--- src/rtl/mc_ctrl_pkg.sv ---
// Shared encodings for the multicycle MIPS main controller.
// Holds the FSM state codes, the instruction opcodes it recognises, and the
// datapath mux/ALU encodings. The alu_op codes must stay in sync with the
// downstream ALU function decoder, which expands them together with func.
package mc_ctrl_pkg;

    // FSM state codes (4-bit register; codes 13..15 are unused)
    localparam logic [3:0] S_IF     = 4'd0;
    localparam logic [3:0] S_ID     = 4'd1;
    localparam logic [3:0] S_MEMADR = 4'd2;
    localparam logic [3:0] S_LWMEM  = 4'd3;
    localparam logic [3:0] S_LWWB   = 4'd4;
    localparam logic [3:0] S_SWMEM  = 4'd5;
    localparam logic [3:0] S_REXE   = 4'd6;
    localparam logic [3:0] S_RWB    = 4'd7;
    localparam logic [3:0] S_BEQ    = 4'd8;
    localparam logic [3:0] S_JMP    = 4'd9;
    localparam logic [3:0] S_ADDIEX = 4'd10;
    localparam logic [3:0] S_ANDIEX = 4'd11;
    localparam logic [3:0] S_IWB    = 4'd12;

    // Opcodes (IR[31:26])
    localparam logic [5:0] OP_RTYPE = 6'b000000;
    localparam logic [5:0] OP_LW    = 6'b100011;
    localparam logic [5:0] OP_SW    = 6'b101011;
    localparam logic [5:0] OP_BEQ   = 6'b000100;
    localparam logic [5:0] OP_J     = 6'b000010;
    localparam logic [5:0] OP_ADDI  = 6'b001000;
    localparam logic [5:0] OP_ANDI  = 6'b001100;

    // alu_op encodings consumed by the ALU decoder
    localparam logic [1:0] ALUOP_ADD  = 2'b00;
    localparam logic [1:0] ALUOP_SUB  = 2'b01;
    localparam logic [1:0] ALUOP_FUNC = 2'b10;
    localparam logic [1:0] ALUOP_AND  = 2'b11;

    // ALU B operand select
    localparam logic [1:0] SRCB_REG    = 2'b00;
    localparam logic [1:0] SRCB_FOUR   = 2'b01;
    localparam logic [1:0] SRCB_IMM    = 2'b10;
    localparam logic [1:0] SRCB_IMMSH2 = 2'b11;

    // PC source select
    localparam logic [1:0] PCSRC_ALU    = 2'b00;
    localparam logic [1:0] PCSRC_ALUOUT = 2'b01;
    localparam logic [1:0] PCSRC_JUMP   = 2'b10;

endpackage

--- src/rtl/mc_main_controller.sv ---
// Main control FSM of the multicycle MIPS core.
// Sequences each instruction through fetch/decode/execute/memory/writeback and
// drives every datapath enable and mux select plus the 2-bit alu_op.
//
// State table (state | meaning):
//   S_IF     | fetch: read IR from mem[PC], PC <= PC+4 when mem_ready
//   S_ID     | decode: branch target into ALUOut, dispatch on opcode
//   S_MEMADR | lw/sw effective address A + sext(imm)
//   S_LWMEM  | load data read, waits for mem_ready
//   S_LWWB   | write MDR into rt
//   S_SWMEM  | store write, waits for mem_ready
//   S_REXE   | R-type ALU operation (func decoded downstream)
//   S_RWB    | write ALUOut into rd
//   S_BEQ    | compare A-B, branch if zero
//   S_JMP    | load jump target into PC
//   S_ADDIEX | A + sext(imm)
//   S_ANDIEX | A & zext(imm)
//   S_IWB    | write ALUOut into rt
//
// Ports:
//   clk, rst         clock (rising edge), synchronous active-high reset
//   opcode           IR[31:26]
//   zero             ALU zero flag (branch condition)
//   mem_ready        memory completes the current access this cycle
//   mem_read/write   memory request, i_or_d selects PC(0) or ALUOut(1)
//   ir_write, pc_en  IR load and PC write enable
//   pc_src, alu_src_a, alu_src_b, zero_ext, alu_op   datapath selects
//   reg_dst, mem_to_reg, reg_write                   register file control
//   illegal          unrecognised opcode in ID
//   instr_done       final cycle of an instruction
module mc_main_controller
    import mc_ctrl_pkg::*;
#(
    parameter int OPW = 6
) (
    input  logic           clk,
    input  logic           rst,
    input  logic [OPW-1:0] opcode,
    input  logic           zero,
    input  logic           mem_ready,
    output logic           mem_read,
    output logic           mem_write,
    output logic           i_or_d,
    output logic           ir_write,
    output logic           pc_en,
    output logic [1:0]     pc_src,
    output logic           alu_src_a,
    output logic [1:0]     alu_src_b,
    output logic           zero_ext,
    output logic [1:0]     alu_op,
    output logic           reg_dst,
    output logic           mem_to_reg,
    output logic           reg_write,
    output logic           illegal,
    output logic           instr_done
);

    logic [3:0] state_q;
    logic [3:0] state_d;
    logic       pc_write;
    logic       pc_write_cond;

    // Reset wins over any transition.
    always_ff @(posedge clk) begin
        if (rst) state_q <= S_IF;
        else     state_q <= state_d;
    end

    always_comb begin
        state_d = S_IF;
        unique case (state_q)
            S_IF:     state_d = mem_ready ? S_ID : S_IF;
            S_ID: begin
                case (opcode)
                    OP_LW, OP_SW: state_d = S_MEMADR;
                    OP_RTYPE:     state_d = S_REXE;
                    OP_BEQ:       state_d = S_BEQ;
                    OP_J:         state_d = S_JMP;
                    OP_ADDI:      state_d = S_ADDIEX;
                    OP_ANDI:      state_d = S_ANDIEX;
                    default:      state_d = S_IF;
                endcase
            end
            S_MEMADR: state_d = (opcode == OP_LW) ? S_LWMEM : S_SWMEM;
            S_LWMEM:  state_d = mem_ready ? S_LWWB : S_LWMEM;
            S_LWWB:   state_d = S_IF;
            S_SWMEM:  state_d = mem_ready ? S_IF : S_SWMEM;
            S_REXE:   state_d = S_RWB;
            S_RWB:    state_d = S_IF;
            S_BEQ:    state_d = S_IF;
            S_JMP:    state_d = S_IF;
            S_ADDIEX: state_d = S_IWB;
            S_ANDIEX: state_d = S_IWB;
            S_IWB:    state_d = S_IF;
            default:  state_d = S_IF;
        endcase
    end

    always_comb begin
        mem_read      = 1'b0;
        mem_write     = 1'b0;
        i_or_d        = 1'b0;
        ir_write      = 1'b0;
        pc_write      = 1'b0;
        pc_write_cond = 1'b0;
        pc_src        = PCSRC_ALU;
        alu_src_a     = 1'b0;
        alu_src_b     = SRCB_REG;
        zero_ext      = 1'b0;
        alu_op        = ALUOP_ADD;
        reg_dst       = 1'b0;
        mem_to_reg    = 1'b0;
        reg_write     = 1'b0;
        illegal       = 1'b0;
        instr_done    = 1'b0;
        unique case (state_q)
            S_IF: begin
                mem_read  = 1'b1;
                alu_src_b = SRCB_FOUR;
                // IR and PC only update on the cycle the fetch completes.
                ir_write  = mem_ready;
                pc_write  = mem_ready;
            end
            S_ID: begin
                alu_src_b = SRCB_IMMSH2;
                case (opcode)
                    OP_LW, OP_SW, OP_RTYPE, OP_BEQ,
                    OP_J, OP_ADDI, OP_ANDI: illegal = 1'b0;
                    default:                illegal = 1'b1;
                endcase
                // An illegal opcode retires here and goes straight back to IF.
                instr_done = illegal;
            end
            S_MEMADR: begin
                alu_src_a = 1'b1;
                alu_src_b = SRCB_IMM;
            end
            S_LWMEM: begin
                mem_read = 1'b1;
                i_or_d   = 1'b1;
            end
            S_LWWB: begin
                reg_write  = 1'b1;
                mem_to_reg = 1'b1;
                instr_done = 1'b1;
            end
            S_SWMEM: begin
                mem_write  = 1'b1;
                i_or_d     = 1'b1;
                instr_done = mem_ready;
            end
            S_REXE: begin
                alu_src_a = 1'b1;
                alu_op    = ALUOP_FUNC;
            end
            S_RWB: begin
                reg_write  = 1'b1;
                reg_dst    = 1'b1;
                instr_done = 1'b1;
            end
            S_BEQ: begin
                alu_src_a     = 1'b1;
                alu_op        = ALUOP_SUB;
                pc_write_cond = 1'b1;
                pc_src        = PCSRC_ALUOUT;
                instr_done    = 1'b1;
            end
            S_JMP: begin
                pc_write   = 1'b1;
                pc_src     = PCSRC_JUMP;
                instr_done = 1'b1;
            end
            S_ADDIEX: begin
                alu_src_a = 1'b1;
                alu_src_b = SRCB_IMM;
            end
            S_ANDIEX: begin
                alu_src_a = 1'b1;
                alu_src_b = SRCB_IMM;
                zero_ext  = 1'b1;
                alu_op    = ALUOP_AND;
            end
            S_IWB: begin
                reg_write  = 1'b1;
                instr_done = 1'b1;
            end
            default: ;
        endcase
    end

    assign pc_en = pc_write | (pc_write_cond & zero);

endmodule

--- config.mk ---
export PLATFORM = sky130hd
export DESIGN_NAME = mc_main_controller
export DESIGN_NICKNAME = d
export VERILOG_FILES = /design/src/rtl/mc_ctrl_pkg.sv /design/src/rtl/mc_main_controller.sv
export SDC_FILE = /design/constraint.sdc
export NUM_CORES = 1
export LEC_CHECK = 0
export ABC_AREA = 1
export CORE_MARGIN = 1.5
export CORE_UTILIZATION = 35
export CTS_BUF_LIST = sky130_fd_sc_hd__clkbuf_4
export DETAILED_ROUTE_END_ITERATION = 10
export PLACE_DENSITY = 0.86
export SYNTH_ARGS = -nofsm -noshare
export SYNTH_HDL_FRONTEND = slang
export SYNTH_SLANG_ARGS = --single-unit
--- constraint.sdc ---
create_clock -name clk -period 2.7 [get_ports clk]
set_input_delay 0.54 -clock clk [delete_from_list [all_inputs] [get_ports clk]]
set_output_delay 0.54 -clock clk [all_outputs]
set_load 0.01 [all_outputs]
==> run metrics <==
GRT Resource Usage Total=21.97%; cell count of the worst reg-to-reg path=7; most used cell, CP=o21ai_0; final slew viol count=0; Yosys top cell by area=nor2_1; commonest non-fill, non-tap cell in the layout=nor2_1; Setup violations, final=0; Post-CTS Repair Setup Buffers=0; syn nets=110; fin nets=143; R2R setup slack=1500 ps; I/O pins=28; commonest non-fill, non-tap cells in the layout=nor2_1, clkdlybuf4s50_1, nand2_1; 1st-iter DRT viols=14; top flop regs=state_q (4); critical path launch point type=primary input; worst slew pin tran=271.7 ps; die area=1635 sq um; Initial Util=37.69%; initial antenna violation count=0; flops & latches, synth=4; Die Ht=40.44 um; Syn. warnings=0; Max VDD drop=0.0001296 V; clock latency on the worst-skew pair=240 ps; # diodes=0; Worst Hold Class=reg -> reg; reg2reg start=state_q[1]$_SDFF_PP0_; cts bufs inserted=3; crit path time final=2441 ps; root buffer cell=clkbuf_4; RR Endpoint=state_q[0]$_SDFF_PP0_; Slew HR=81.82%; remaining global-route overflow=0; clock buffer depth=2; fin util=62.31%; Cells after Synth=100; crit share post-route=90.42%; H-tree Lvls=1; HPWL after DPL=1222 um; cts hold-fix bufs=0; Hold EP=state_q[3]$_SDFF_PP0_; Routed Antenna Nets=0; critical-path maximum fanout=3; Syn-to-layout area delta=65.31%; Buffers on Ports=27; top cell type's share of synthesized area=20.66%; FMAX=0.4096 GHz; WL final=1484 um; Worst Path Arrival=1900 ps; CORE AREA=1301 sq um; CTS tree=done; vias in the first global route=604; post-synth design cell area=490.5 sq um; share of layout cells above drive strength 1=11.45%; Std-Cell Rows=13; Critical Path Max Stage Delay=420 ps; wire per inst=10.16 um; first-pass GRT wire length=2352 um; Netlist cell types=14; syn avg cell area=4.905 sq um; Slowest cell on crit path=clkdlybuf4s50_1; CP endpoint kind=primary output; die width=40.44 um; hold slack=757.7 ps; classification of the worst setup path=in -> out; synth top area cells=nor2_1, nand2_1, dfxtp_1; Largest register FFs=4; Leak=0.4359 nW; total clock sinks=4; largest net degree at the start of global routing=8; crit-path cells=clkdlybuf4s50_1, nor2_1, nand2_1, inv_1, o21ai_0, nand4_1, o21ai_0, dlygate4sd2_1; vias per cell=5.021; placer congestion estimate=0.8109; unrepaired setup endpoints after global routing=no; pwr/cell area=248.0 nW/um^2; Final Hold Fails=0; via count=733; hold path depth=4; max-capacitance violation count=0; clk slew on worst S/H paths=40 ps; worst hold start=state_q[1]$_SDFF_PP0_; register area share after synthesis=16.33%; First-pass DRT Iterations=4; status=finished clean; total chip power=0.0002011 W; clk_skew=2.390 ps; CP required=2160 ps; Largest Register=state_q; detailed-route DRC error count=0
[cell type report]
cell class / count / area (sq um)
Clock buffer: 3 / 22.52
Timing Repair Buffer: 28 / 279.0
Tap cell: 15 / 18.77
Multi-Input combinational cell: 76 / 335.3
Sequential cell: 4 / 80.08
Fill cell: 130 / 490.5
Inverter: 20 / 75.07
[what timing repair did]
item,in CTS,in global routing
endpoints found under the setup margin,1,1
pin swaps,0,0
resized for setup,1,1
endpoints found under the hold margin,0,0
[kinds of logic after synthesis]
logic type	synth area share (%)
simple gates	56.38
buf+inv	15.31
compound gates	11.99
flops	16.33
[per-layer routing]
metal / up-vias / GRT usage (%) / share of wire (%)
met5: - / 0 / 0
met4: 0 / 12.50 / 2.6
met3: 5 / 5.000 / 8.0
met2: 39 / 42.06 / 51
met1: 314 / 20.85 / 38
li1: 375 / - / -
[synth_stat cells]
cell       number
nor2_1         27
nand2_1        23
inv_1          13
nand3_1         8
inv_2           7
o21ai_0         7
dfxtp_1         4
a21oi_1         3
nor2_2          3
nand3b_1        1
nand4_1         1
nor2_4          1
nor3_1          1
o2111ai_1       1
[worst max path at each step]
stage,start,end,slack [ps],cells after the start
after CTS,opcode[1],illegal,40,8
after detailed placement,opcode[0],instr_done,-10,8
after global placement,opcode[1],instr_done,30,8
final,opcode[5],instr_done,260,8
after global routing,opcode[5],instr_done,130,8
after floorplan,opcode[5],instr_done,980,6
[metrics by stage]
stage / instances / area, sq um / setup slack, ps / TNS (ps)
detailed placement: 143 / 787.0 / -12.18 / -12.18
global route: 146 / 810.8 / 133.8 / 0
floorplan: 100 / 490.5 / 983.4 / 0
global placement: 143 / 787.0 / 31.14 / 0
CTS: 146 / 808.3 / 39.81 / 0
finish: 146 / 810.8 / 258.5 / 0
[critical path, delay by kind of cell]
| family | cells | cell delay, ps |
|---|---|---|
| buffers and inverters | 3 | 810 |
| and+or+nand+nor | 3 | 370 |
| AOI/OAI and AO/OA | 2 | 200 |
[report_power, final]
group	leakage, nW	internal (W)	switching (W)	total (W)
Clock	0.0138	0.0000499	0.0000270	0.0000769
Sequential	0.0325	0.0000607	0.00000203	0.0000628
Combinational	0.390	0.0000317	0.0000297	0.0000614
Note: power is estimated with default switching activity, not from simulation.
